### src/rtl/add_serial_param.sv
// Digit-serial adder/subtractor: WIDTH-bit operands, DIGIT bits per cycle, LSB-first.
// Define ADD_SERIAL_OVF_EN to build the signed-overflow flag; otherwise ovf is tied to 0.
module add_serial_param #(
  parameter int WIDTH = 8,
  parameter int DIGIT = 1
) (
  input  logic             clk,
  input  logic             rst,
  input  logic             en,
  input  logic             sub,
  input  logic [WIDTH-1:0] a,
  input  logic [WIDTH-1:0] b,
  output logic [WIDTH-1:0] out,
  output logic             cout,
  output logic             ovf,
  output logic             busy,
  output logic             done
);

  localparam int N     = WIDTH / DIGIT;
  localparam int CNT_W = $clog2(N) + 1;
  localparam logic [CNT_W-1:0] LAST = CNT_W'(N - 1);

  typedef enum logic [1:0] {
    IDLE = 2'd0,
    ADD  = 2'd1,
    DONE = 2'd2
  } state_t;

  state_t             state_q, state_d;
  logic [WIDTH-1:0]   a_q, a_d;
  logic [WIDTH-1:0]   b_q, b_d;
  logic [WIDTH-1:0]   out_q, out_d;
  logic               carry_q, carry_d;
  logic [CNT_W-1:0]   count_q, count_d;
  logic               busy_q, busy_d;
  logic               done_q, done_d;

  logic               start;
  logic               last;
  logic [DIGIT:0]     digit_sum;
  logic [WIDTH+DIGIT-1:0] out_shift;

  assign start = en && ((state_q == IDLE) || (state_q == DONE));
  assign last  = (state_q == ADD) && (count_q == LAST);

  // One digit of the ripple: DIGIT bits plus the carry, kept DIGIT+1 wide.
  assign digit_sum = {1'b0, a_q[DIGIT-1:0]} + {1'b0, b_q[DIGIT-1:0]}
                   + {{DIGIT{1'b0}}, carry_q};
  // New digit enters at the top; the concat keeps DIGIT == WIDTH legal.
  assign out_shift = {digit_sum[DIGIT-1:0], out_q};

  // State register
  always_ff @(posedge clk or negedge rst) begin
    if (!rst) begin
      state_q <= IDLE;
      a_q     <= '0;
      b_q     <= '0;
      out_q   <= '0;
      carry_q <= 1'b0;
      count_q <= '0;
      busy_q  <= 1'b0;
      done_q  <= 1'b0;
    end else begin
      state_q <= state_d;
      a_q     <= a_d;
      b_q     <= b_d;
      out_q   <= out_d;
      carry_q <= carry_d;
      count_q <= count_d;
      busy_q  <= busy_d;
      done_q  <= done_d;
    end
  end

  // Next-state logic
  always_comb begin
    state_d = IDLE;
    case (state_q)
      IDLE:    state_d = en ? ADD : IDLE;
      ADD:     state_d = last ? DONE : ADD;
      DONE:    state_d = en ? ADD : DONE;
      default: state_d = IDLE;
    endcase
  end

  // Datapath: capture on start, shift one digit per ADD cycle, hold otherwise.
  always_comb begin
    a_d     = a_q;
    b_d     = b_q;
    out_d   = out_q;
    carry_d = carry_q;
    count_d = count_q;
    if (start) begin
      a_d     = a;
      b_d     = sub ? ~b : b;
      carry_d = sub;
      count_d = '0;
      out_d   = '0;
    end else if (state_q == ADD) begin
      a_d     = a_q >> DIGIT;
      b_d     = b_q >> DIGIT;
      carry_d = digit_sum[DIGIT];
      count_d = count_q + CNT_W'(1);
      out_d   = out_shift[WIDTH+DIGIT-1:DIGIT];
    end
  end

  // Output logic: flags are registered from the next state.
  always_comb begin
    busy_d = (state_d == ADD);
    done_d = (state_d == DONE);
  end

  assign out  = out_q;
  assign cout = carry_q;
  assign busy = busy_q;
  assign done = done_q;

`ifdef ADD_SERIAL_OVF_EN
  logic ovf_q, ovf_d;

  // MSBs of the final digit; b_q already holds the inverted operand when subtracting.
  always_comb begin
    ovf_d = ovf_q;
    if (start) begin
      ovf_d = 1'b0;
    end else if (last) begin
      ovf_d = (a_q[DIGIT-1] == b_q[DIGIT-1]) && (digit_sum[DIGIT-1] != a_q[DIGIT-1]);
    end
  end

  always_ff @(posedge clk or negedge rst) begin
    if (!rst) begin
      ovf_q <= 1'b0;
    end else begin
      ovf_q <= ovf_d;
    end
  end

  assign ovf = ovf_q;
`else
  assign ovf = 1'b0;
`endif

endmodule

### config.mk
export PLATFORM = sky130hd
export DESIGN_NAME = add_serial_param
export DESIGN_NICKNAME = d
export VERILOG_FILES = /design/src/rtl/add_serial_param.sv
export SDC_FILE = /design/constraint.sdc
export NUM_CORES = 1
export LEC_CHECK = 0
export CELL_PAD_IN_SITES_DETAIL_PLACEMENT = 0
export CELL_PAD_IN_SITES_GLOBAL_PLACEMENT = 1
export CORE_MARGIN = 2
export CORE_UTILIZATION = 38
export DETAILED_ROUTE_END_ITERATION = 6
export PLACE_DENSITY = 0.89
export SYNTH_ARGS = -nofsm -noshare
export SYNTH_HDL_FRONTEND = slang
export SYNTH_SLANG_ARGS = --single-unit
### constraint.sdc
create_clock -name clk -period 1.4 [get_ports clk]
set_input_delay 0.35 -clock clk [delete_from_list [all_inputs] [get_ports clk]]
set_output_delay 0.35 -clock clk [all_outputs]
set_load 0.03 [all_outputs]
Word level (Yosys, flattened, before mapping)
Cells that the tools add are included.
{ "word_totals": {"inputBits": 20, "elab_cells": 37, "reg_bits": 33, "output_inout_bits": 12} }
{ "op_classes": {"mux": 15, "n_eq_ne": 5, "n_addsub": 3, "n_bitwise": 1, "n_reduce_logical": 5} }
{ "ops": {"columns": ["cell", "n"], "rows": [
  ["8-bit 2-to-1 mux", 7],
  ["4-bit 2-to-1 mux", 2],
  ["8-bit inverter", 1],
  ["2-bit case mux with 3 select lines", 1],
  ["4-bit by 1-bit adder with 4-bit output (second input constant)", 1],
  ["2-bit by 1-bit equality test with 1-bit output (second input constant)", 2],
  ["2-bit equality test (second input constant)", 2],
  ["4-bit by 3-bit equality test with 1-bit output (second input constant)", 1],
  ["2-bit 2-to-1 mux", 2],
  ["1-bit 2-to-1 mux", 3],
  ["1-bit by 1-bit adder with 2-bit output", 1],
  ["2-bit by 1-bit adder with 2-bit output", 1],
  ["1-bit logical AND", 2],
  ["2-bit zero test", 1],
  ["2-bit nonzero test", 1],
  ["1-bit logical OR", 1]
]} }

Depth between registers and ports, before layout
{ "depth": {"ltp_word": 5, "ltp_mapped": 5, "depth_no_buf": 4} }

Worst setup path after synthesis
No wires, ideal clock.
{ "synth_path": {"path_kind": "register to register", "startpoint": "register carry_q, in the netlist cout", "endpoint": "register out_q[7], in the netlist out[7]", "period_less_slack_ns": 1.317, "setup_slack_ns": 0.083, "n_path_buf": 0, "setup_time_ns": 0.121, "t_required_ns": 1.279, "stages_incl_launch_ff": 3, "t_arrival_ns": 1.196, "cell_sequence": "dfrtp_1 -> fa_1 -> a22o_1"} }
{ "synth_between": {"elab_chain_cells": 3} }
{ "synth_lines": {"columns": ["item", "line", "source"], "rows": [
  ["start, declared", "34", "logic carry_q, carry_d;"],
  ["start signal, assigned", "69", "carry_q <= carry_d;"],
  ["2-bit by 1-bit adder with 2-bit output", "49", "+ {{DIGIT{1'b0}}, carry_q};"],
  ["8-bit 2-to-1 mux", "100", "end else if (state_q == ADD) begin"],
  ["8-bit 2-to-1 mux", "94", "if (start) begin"],
  ["end signal, assigned", "68", "out_q <= out_d;"],
  ["end, declared", "33", "logic [WIDTH-1:0] out_q, out_d;"]
]} }
No other way between the ends. The select of a mux whose other input is x is not followed.
A chain may end at the register's enable or synchronous reset.

Final worst setup path
{ "layout_path": {"startpoint": "register out_q[4], in the netlist out[4]", "endpoint": "output port out[4]"} }
{ "layout_rtl": {"columns": ["item", "line", "source"], "rows": [
  ["end, declared", "13", "output logic [WIDTH-1:0] out,"]
]} }
No word-level cell between the ends.

==> out/metrics.cfg <==
[critical_path]
endpoint_kind=output pin
critPathSlowestCell=dlygate4sd2_1
critPathTopFamily=buffers and inverters
crit_type=flop to output pin
critPathMaxFanout=2
worstPathArrival_ns=1.02
r2r_end=a_q[6]
reg2regPathDepth=4
start_kind=flop
path_buf_inv=1
max_stage_delay_ns=0.39
path_cells=dlygate4sd2_1
worstReg2RegStart=state_q[0]
crit_required_ns=1.05
r2r_slack_ns=0.13

[sta]
setup_violations=0
final_hold_viol_count=0
grt_setup_unrepaired=no
slew_violations=0
setup_ws_ns=0.0292
period_minus_slack_ns=1.37
fin_crit_sh_pct=97.9
setup_tns_ns=0
skew_ns=0.00268
fmax_ghz=0.729

[place]
dp.cells=228
post-place-ws_ns=-0.407
dp_hpwl_mm=2.27
port_buffers=30
dpl_cell_area_um2=1920
gp_congestion=0.812

[clocking]
cts_max_path_buffers=2
ctsHtreeMaxLevel=2
clk_pin_slew_ns=0.06
numCtsBuffers=5
cts_root_buf=clkbuf_8
clock_latency_ns=0.29
ctsHoldBuffers=0
cts_tree=done
cts_sinks=33

[floorplan]
die_w_um=66.8
core_um2=3720
dieArea_um2=4470
start_util_pct=40.4
rows=22
fp.dieH_um=66.8
io_pins=32

[finish]
final_common_cell=dfrtp_1
final_nets=209
nFillCells=349
final_cell_mix=dfrtp_1 (33), nand2_1 (29), clkdlybuf4s50_1 (19), buf_4 (18), nor2_1 (15)
layoutNonFillerInstCount=235
area_growth_pct=32.4
final_area_um2=1990
antenna_cells=0
drive_gt1_share_pct=17.6

[power_and_ir_drop]
ir_worst_vdd_mv=0.647
comb_power_share_pct=46.0
share_seq_of_total_power_pct=37.8
sw_frac_of_total_pct=38.8
p_switching_mw=1.70
powerDensity_nw_per_um2=2210
internal-power_mw=2.68
leakage_nw=0.928
clock_power_share_pct=16.2

[global_routing]
busiest_layer=met2
grt_max_degree=34
grt_pass1_vias=1137
use_met3_pct=4.56
grtUsageTotal_pct=16.0
antenna_found_initial=0
grt.overflow.total=0
grt_pass1_wl_mm=5.07
grtUsageMet1_pct=18.6
use_met2_pct=25.9

[drt]
route.antenna.remaining_nets=0
wl_mm=3.15
vias=1162
dr.first_iter.drc_count=45
firstDrtPassIters=4
drcViolationCount=0
via_per_inst=4.94
wire_per_inst_um=13.4

[worst_hold_path]
hold_path.class=input port to async pin

[logic_synthesis]
synth_top_family_by_area=simple AND/OR/NAND/NOR gates
synth_top_area_cell=dfrtp_1
synth_area_um2=1500
synth_top_area_share_pct=55.0
yosysSeqAreaShare_pct=55.0
muxShareOfSynthArea_pct=2.09
synth-seq-cells=33
yosysWarnings=0
synth-simple-area-share_pct=15.1
synthDistinctLibCells=25
synth-adder-area-share_pct=2.17
synthCells=143
syn_avg_cell_area_um2=10.5
synthTopCellsByArea=dfrtp_1 (55%), a22o_1 (7.6%), nand2_1 (7.3%)
synthXorXnorAreaFrac_pct=4.67
synth_compound_area_share_pct=15.0
syn_nets=165

[job]
drv_cap=0

[run_status]
outcome=completed

==> timing repair <==
item	CTS	global route
buffers inserted	0	0
gates resized for setup	12	10
endpoints found under the setup margin	21	7
pin swaps	0	0
==> Yosys cell counts <==
cell / instances
a31oi_1: 12
buf_6: 4
nand2b_1: 2
o21ai_0: 1
dfrtp_1: 33
mux2i_1: 2
o21ai_1: 2
nand2_1: 29
conb_1: 1
ha_1: 1
clkbuf_1: 2
fa_1: 1
o22ai_1: 1
nor2_1: 16
nor3_1: 1
xor2_1: 8
nand4_1: 1
buf_2: 2
nand3_1: 3
and2b_4: 1
mux2_2: 1
buf_4: 3
a22oi_1: 2
a22o_1: 13
nor2b_2: 1
==> worst max-delay path by stage <==
stage	start	end	slack, ns	depth (start not counted)
after floorplan	cout	out[7]	0.08	2
after global placement	en	b_q[7]	-0.33	4
after detailed placement	en	b_q[7]	-0.41	4
after CTS	out[3]	out[3]	0.005	1
after global routing	out[4]	out[4]	0.006	1
final	out[4]	out[4]	0.03	1
==> routing by layer <==
metal  routed length, um  up-vias
met1                1320      534
met4                  88        0
li1                    -      579
met5                   0        -
met2                1530       41
met3                 212        8
==> cells by family after synthesis <==
| family | count (synthesis) |
|---|---|
| muxes | 3 |
| other | 1 |
| buffers and inverters | 11 |
| and+or+nand+nor | 54 |
| AOI/OAI and AO/OA | 31 |
| DFF | 33 |
| xor gates and xnor gates | 8 |
| adders and majority gates | 2 |
==> cell type report <==
class                           count  area (um^2)  share of cell area (%)
Tap cell                           48         60.1                    3.02
Multi-Input combinational cell     99          592                    29.8
Sequential cell                    33          826                    41.6
Clock buffer                        7         86.3                    4.35
Timing Repair Buffer               48          422                    21.2
==> stage by stage <==
step	utilization (%)	hold slack, ns	total power [mW]
after floorplan	-	0.0544	3.10
after global placement	51.7	0.462	3.64
after detailed placement	51.7	0.486	3.76
after CTS	53.8	0.428	4.42
after global routing	53.4	0.434	4.71
final	53.4	0.426	4.39
==> state kept, by name, indices dropped and copies added (netlist names) <==
name	cells
busy	1
cout	1
a_q	8
b_q	8
count_q	4
done	1
state_q	2
out	8
==> power groups by stage <==
stage	clock network, mW	logic, mW	registers (mW)
6_report	0.712	2.02	1.66
5_1_grt	0.767	2.24	1.70
3_5_place_dp	0	2.09	1.67
4_1_cts	0.723	2.04	1.66
2_1_floorplan	0	1.24	1.86
3_3_place_gp	0	2.00	1.64
Power figures use the tool's default switching activity.
==> edit 1: new RTL, same settings <==
The output `busy` loses its register stage (`busy_q` becomes a continuous assignment).
--- a/src/rtl/add_serial_param.sv
+++ b/src/rtl/add_serial_param.sv
@@ -61,3 +61,2 @@
       count_q <= '0;
-      busy_q  <= 1'b0;
       done_q  <= 1'b0;
@@ -70,3 +69,2 @@
       count_q <= count_d;
-      busy_q  <= busy_d;
       done_q  <= done_d;
@@ -74,2 +72,4 @@
   end
+
+  assign busy_q = busy_d;
 
Check against the original RTL: not equivalent (Yosys sat finds a counterexample within 4 cycles, from zero or initial values and one cycle with rst low).
==> edit 1 against the original RTL <==
The run now ends with negative setup slack left. Cell count is 0.43% higher. Design area is 2.6% higher. Total power is 3.6% higher. Setup slack worse by 0.24 ns. Routed wire length is 4.1% lower. Hold slack better by 0.0043 ns. Area after synthesis is 1.7% lower. Highest routed layer unchanged. Clock power is 8.7% lower. Sequential cell count is 1 lower.
==> edit 1: results (changes against the original RTL) <==
----------------------------------------------------
[Route]
  Number of vias per cell after detailed routing ... 4.949 (about the same)
  TritonRoute pass-1 iters ... 4 (unchanged)
  Initial DRC count ... 36 (-20%)
  DRT Wirelength ... 3024 microns (-4.1%)
  Via total after detailed routing ... 1168 (+0.52%)

[Yosys]
  Commonest cells in the synthesized netlist ... sky130_fd_sc_hd__dfrtp_1, sky130_fd_sc_hd__nand2_1, sky130_fd_sc_hd__nor2_1, sky130_fd_sc_hd__a22o_1, sky130_fd_sc_hd__a31oi_1
  Synthesized netlist net count ... 164 (-0.61%)
  Proportion of synthesized chip area in sequential cells ... 54.28% (-0.76 points)
  Post-synthesis area per instance ... 10.39 sq um (-0.98%)
  Synth area leaders ... sky130_fd_sc_hd__dfrtp_1, sky130_fd_sc_hd__a22o_1, sky130_fd_sc_hd__nand2_1, sky130_fd_sc_hd__a31oi_1, sky130_fd_sc_hd__xor2_1
  Cell variety after synth ... 25 (unchanged)

[Timing]
  Post-route setup slack ... -0.2103 ns (-0.2394 ns)
  Setup violations, final ... 1 (+1)
  Setup Skew ... 0.003161 ns (+0.0004843 ns)

[Power and ir drop]
  Peak VDD IR ... 0.0009506 V (+47%)
  P_leak ... 0.9392 nW (+1.2%)

[Global routing]
  Via count of the first global-routing pass ... 1216 (+6.9%)
  Largest net degree at the start of global routing ... 33 (-2.9%)
  Number of antenna violations at the first check in global routing ... 0 (unchanged)
  Wire length of the first global-routing pass ... 5202 microns (+2.6%)
  Total global-route track usage ... 15.76% (-0.22 points)

[Placed design]
  Post-DP HPWL ... 2211 microns (-2.5%)
  Final GP Congestion ... 0.7589 (-6.5%)
  Placed standard-cell area ... 1917 sq um (-0.20%)

[Clock network]
  Bufs on Longest Clock Path ... 2 (unchanged)
  Max H-tree Level ... 2 (unchanged)
  CTS clock-pin slew for the worst setup and hold paths ... 0.06 ns (about the same)

[Cells and area]
  Share of cells above drive strength 1 ... 20.21% (+2.6 points)
  Antenna diodes ... 0 (unchanged)
  Net count, final ... 210 (+0.48%)

[Setup path]
  CP max stage cell ... sky130_fd_sc_hd__dfrtp_1
  Data arrival at the endpoint of the critical path ... 1.26 ns (+0.24 ns)
  Delay contributed by the slowest stage of the critical path ... 0.42 ns (+0.03 ns)
  Max FO, Critical Path ... 3 (+1)
  Largest delay share family, worst path ... flip-flops

[Outcome]
  Status ... complete, but fails checks
  Violations in the final reports ... negative setup slack

----------------------------------------------------
==> edit 1: logic make-up after synthesis <==
logic type,share of synthesized area [%]
buffers and inverters,5.767
adders and majority gates,2.205
muxes,2.120
xor gates and xnor gates,4.750
DFF,54.28
other,0.2542
AOI/OAI and AO/OA,15.27
and+or+nand+nor,15.35
==> edit 1: per-stage QoR <==
stage / TNS [ns] / worst slack [ns] / power [mW]
final: -0.2103 / -0.2103 / 4.547
after CTS: -0.2197 / -0.2197 / 4.473
after global placement: -5.765 / -0.3836 / 3.720
after global routing: -0.2561 / -0.2561 / 4.882
after detailed placement: -7.216 / -0.4517 / 3.827
after floorplan: 0 / 0.01070 / 3.137
==> edit 1: power breakdown <==
group | total, mW | internal, mW | switching [mW]
clock network | 0.650 | 0.337 | 0.313
registers | 1.63 | 1.34 | 0.290
logic | 2.26 | 1.08 | 1.19
==> edit 1: routing by layer <==
metal  wire, microns  GRT usage, %  up-vias
met5               0             0        -
met4              50         6.122        0
met3             154         4.600        6
met2            1549         29.00       26
met1            1269         16.72      559
li1                -             -      577
==> edit 1: final timing paths <==
kind	start	endpoint	slack (ns)	cells past startpoint
max	count_q[0]	busy	-0.21	5
max reg2reg	state_q[1]	count_q[2]	0.13	4
min reg2reg	out[0]	out[0]	0.50	1
max in group asynchronous	rst	state_q[1]	0.80	2
min	rst	a_q[3]	0.43	2
min in group clk	out[0]	out[0]	0.50	1
==> edit 1: final cells by class <==
type	instances	area, sq um
clock buffer	6	72.57
clock inverter	1	5.005
fill	341	1650
multi-input combinational	99	638.1
sequential	32	800.8
tap	48	60.06
timing repair buffer	50	461.7
==> edit 1: timing repair <==
item                                   CTS  global route
gates cloned                             0             0
buffers inserted                         0             1
gates resized for setup                 13            11
pin swaps                                1             1
setup endpoints to repair               20            10
endpoints found under the hold margin    0             0
hold buffers                             0             0
==> edit 2: new RTL, same flow settings <==
Without the edit above. `WIDTH`: 8 -> 16.
--- a/src/rtl/add_serial_param.sv
+++ b/src/rtl/add_serial_param.sv
@@ -3,3 +3,3 @@
 module add_serial_param #(
-  parameter int WIDTH = 8,
+  parameter int WIDTH = 16,
   parameter int DIGIT = 1
Ports: changed (resized a, b and out); port bits go from 32 to 56. No check against the original RTL was run, so the function may have changed too.
==> edit 2 against the original RTL <==
The flow now finishes with violations (negative hold slack). Area after synthesis grew 75%. Sequential cell count increased by 25. Maximum frequency rose by 0.16%. Global-route usage fell by 0.42 points. Setup slack improved by 0.0022 ns. Die area is 70% higher. Synthesized cell count rose by 83%. Total power increased by 77%. Design area grew 81%. Routed wire length increased by 75%. Highest routed layer unchanged.
==> edit 2: results (changes against the original RTL) <==
----------------------------------------------------
[Yosys]
  Synth area leaders ... sky130_fd_sc_hd__dfrtp_1, sky130_fd_sc_hd__nand2_1, sky130_fd_sc_hd__a22o_1, sky130_fd_sc_hd__a31oi_1, sky130_fd_sc_hd__xor2_1
  Cell variety after synth ... 26 (+4.0%)
  Commonest cells in the synthesized netlist ... sky130_fd_sc_hd__nand2_1, sky130_fd_sc_hd__dfrtp_1, sky130_fd_sc_hd__nor2_1, sky130_fd_sc_hd__a31oi_1, sky130_fd_sc_hd__a22o_1
  Proportion of synthesized chip area in sequential cells ... 55.19% (+0.14 points)
  Count of synthesis-stage warnings from yosys ... 0 (unchanged)
  FFs w/ async S/R, synth ... 100.0% (unchanged)
  Synthesized netlist net count ... 301 (+82%)

[Global routing]
  Global-route track usage on met3 ... 4.739% (+0.18 points)
  Met2 Usage GRT ... 22.97% (-2.9 points)
  Via count of the first global-routing pass ... 1913 (+68%)
  Met1 capacity usage during global routing ... 21.46% (+2.9 points)
  Total global-route track usage ... 15.57% (-0.42 points)
  Number of antenna violations at the first check in global routing ... 0 (unchanged)
  Wire length of the first global-routing pass ... 9018 microns (+78%)
  Largest net degree at the start of global routing ... 59 (+74%)

[Placed design]
  Buffers added on ports ... 54 (+80%)
  Post-DP HPWL ... 3652 microns (+61%)
  Final GP Congestion ... 0.7516 (-7.4%)

[Cells and area]
  Antenna diodes ... 0 (unchanged)
  Net count, final ... 369 (+77%)
  Share of cells above drive strength 1 ... 19.10% (+1.5 points)

[Route]
  Initial DRC count ... 102 (+130%)
  Number of vias per cell after detailed routing ... 5.002 (+1.2%)
  Average detailed-routed wire length per instance ... 13.31 microns (-0.86%)
  TritonRoute pass-1 iters ... 4 (unchanged)

[Power and ir drop]
  P_leak ... 1.648 nW (+78%)
  Net Sw Power ... 2.807 mW (+65%)
  Peak VDD IR ... 0.0008103 V (+25%)

[Clock network]
  Master cell of the clock root buffer ... sky130_fd_sc_hd__clkbuf_8
  Bufs on Longest Clock Path ... 2 (unchanged)
  Number of clock buffers inserted by TritonCTS ... 9 (+4)
  Insertion delay of the later-clocked pin in the worst-skew pair ... 0.34 ns (+0.05 ns)
  CTS clock-pin slew for the worst setup and hold paths ... 0.07 ns
  Count of buffers added by post-CTS timing repair for setup ... 0 (unchanged)
  Max H-tree Level ... 3 (+1)

[Timing]
  Final Hold Slack ... -0.01166 ns (-0.4377 ns)
  Final-report hold violation count ... 7 (+7)
  Setup Skew ... 0.009009 ns (+0.006332 ns)

[Outcome]
  Violations in the final reports ... negative hold slack
  Status ... complete, but fails checks

[Setup path]
  Delay contributed by the slowest stage of the critical path ... 0.39 ns (about the same)
  Max FO, Critical Path ... 2 (unchanged)
  Largest delay share family, worst path ... flip-flops
  CP max stage cell ... sky130_fd_sc_hd__dfrtp_1

[Min path]
  Worst Hold Class ... primary input to asynchronous set/reset pin

----------------------------------------------------
## edit 2: cell types whose count changed in the layout (fill, tap and decap cells not counted), sizes merged, moves of 14 or more
cell           delta
a31oi            +16
clkdlybuf4s50    +15
buf              +14
dfrtp            +25
nand2            +30
nor2             +16
## edit 2: layout make-up
cell class	count	area (sq um)
clock buffer	11	141.4
sequential	58	1451
timing repair buffer	80	788.3
clock inverter	5	77.57
fill	601	3158
inverter	1	3.754
tap	80	100.1
multi-input combinational	180	1036
## edit 2: timing repair
item | in CTS | in global routing
pin swaps | 0 | 0
endpoints found under the setup margin | 35 | 16
resized for setup | 44 | 9
## edit 2: power by group through the flow
stage / Clock (mW) / Combinational (mW) / Sequential (mW)
finish: 1.70 / 3.19 / 2.88
global route: 1.80 / 3.53 / 3.00
CTS: 1.72 / 3.23 / 2.89
detailed placement: 0 / 3.26 / 2.89
global placement: 0 / 3.16 / 2.89
floorplan: 0 / 1.69 / 3.25
## edit 2: path summary, 6_finish.rpt
path / slack (ns) / cells after the start / from / endpoint
worst max-delay path: 0.03 / 1 / out[8] / out[8]
worst min-delay path: -0.01 / 2 / rst / out[3]
worst max register to register: 0.06 / 4 / count_q[0] / done
worst min register to register: 0.48 / 1 / count_q[3] / count_q[3]
max in group asynchronous: 1.13 / 2 / rst / b_q[14]
min in group clk: 0.48 / 1 / count_q[3] / count_q[3]
## edit 2: cells by family after synthesis
kind of cell               count (synthesis)  synth area share, %
muxes                                      1               0.3806
and+or+nand+nor                          102                15.56
DFF                                       58                55.19
xor gates and xnor gates                  17                5.661
adders and majority gates                  3                1.713
other                                      1               0.1426
AOI/OAI and AO/OA                         56                15.37
buffers and inverters                     24                5.994
## edit 2: layer usage
layer	vias to the layer above	wire length [microns]
met3	12	246
met1	999	2674
met5	-	0
met4	0	93
li1	1029	-
met2	36	2508
## edit 2: stage by stage
| stage | hold slack [ns] | worst slack, ns | utilization, % | area (sq um) | std cells |
|---|---|---|---|---|---|
| 6_report | -0.01166 | 0.03140 | 53.26 | 3598 | 415 |
| 5_1_grt | 0.02944 | -0.005587 | 53.26 | 3598 | 415 |
| 4_1_cts | 0.01141 | 0.0007284 | 53.46 | 3612 | 415 |
| 3_5_place_dp | 0.3751 | -0.4916 | 49.87 | 3369 | 399 |
| 3_3_place_gp | 0.3710 | -0.4476 | 49.87 | 3369 | 399 |
| 2_1_floorplan | 0.05441 | 0.08337 | - | 2630 | 262 |
## edit 2: worst reg2reg max path, delay by kind of cell, from the launching register on
kind / cells / cell delay (ns)
compound gates: 1 / 0.21
fa+ha+maj: 2 / 0.43
simple gates: 1 / 0.18
flops: 1 / 0.41
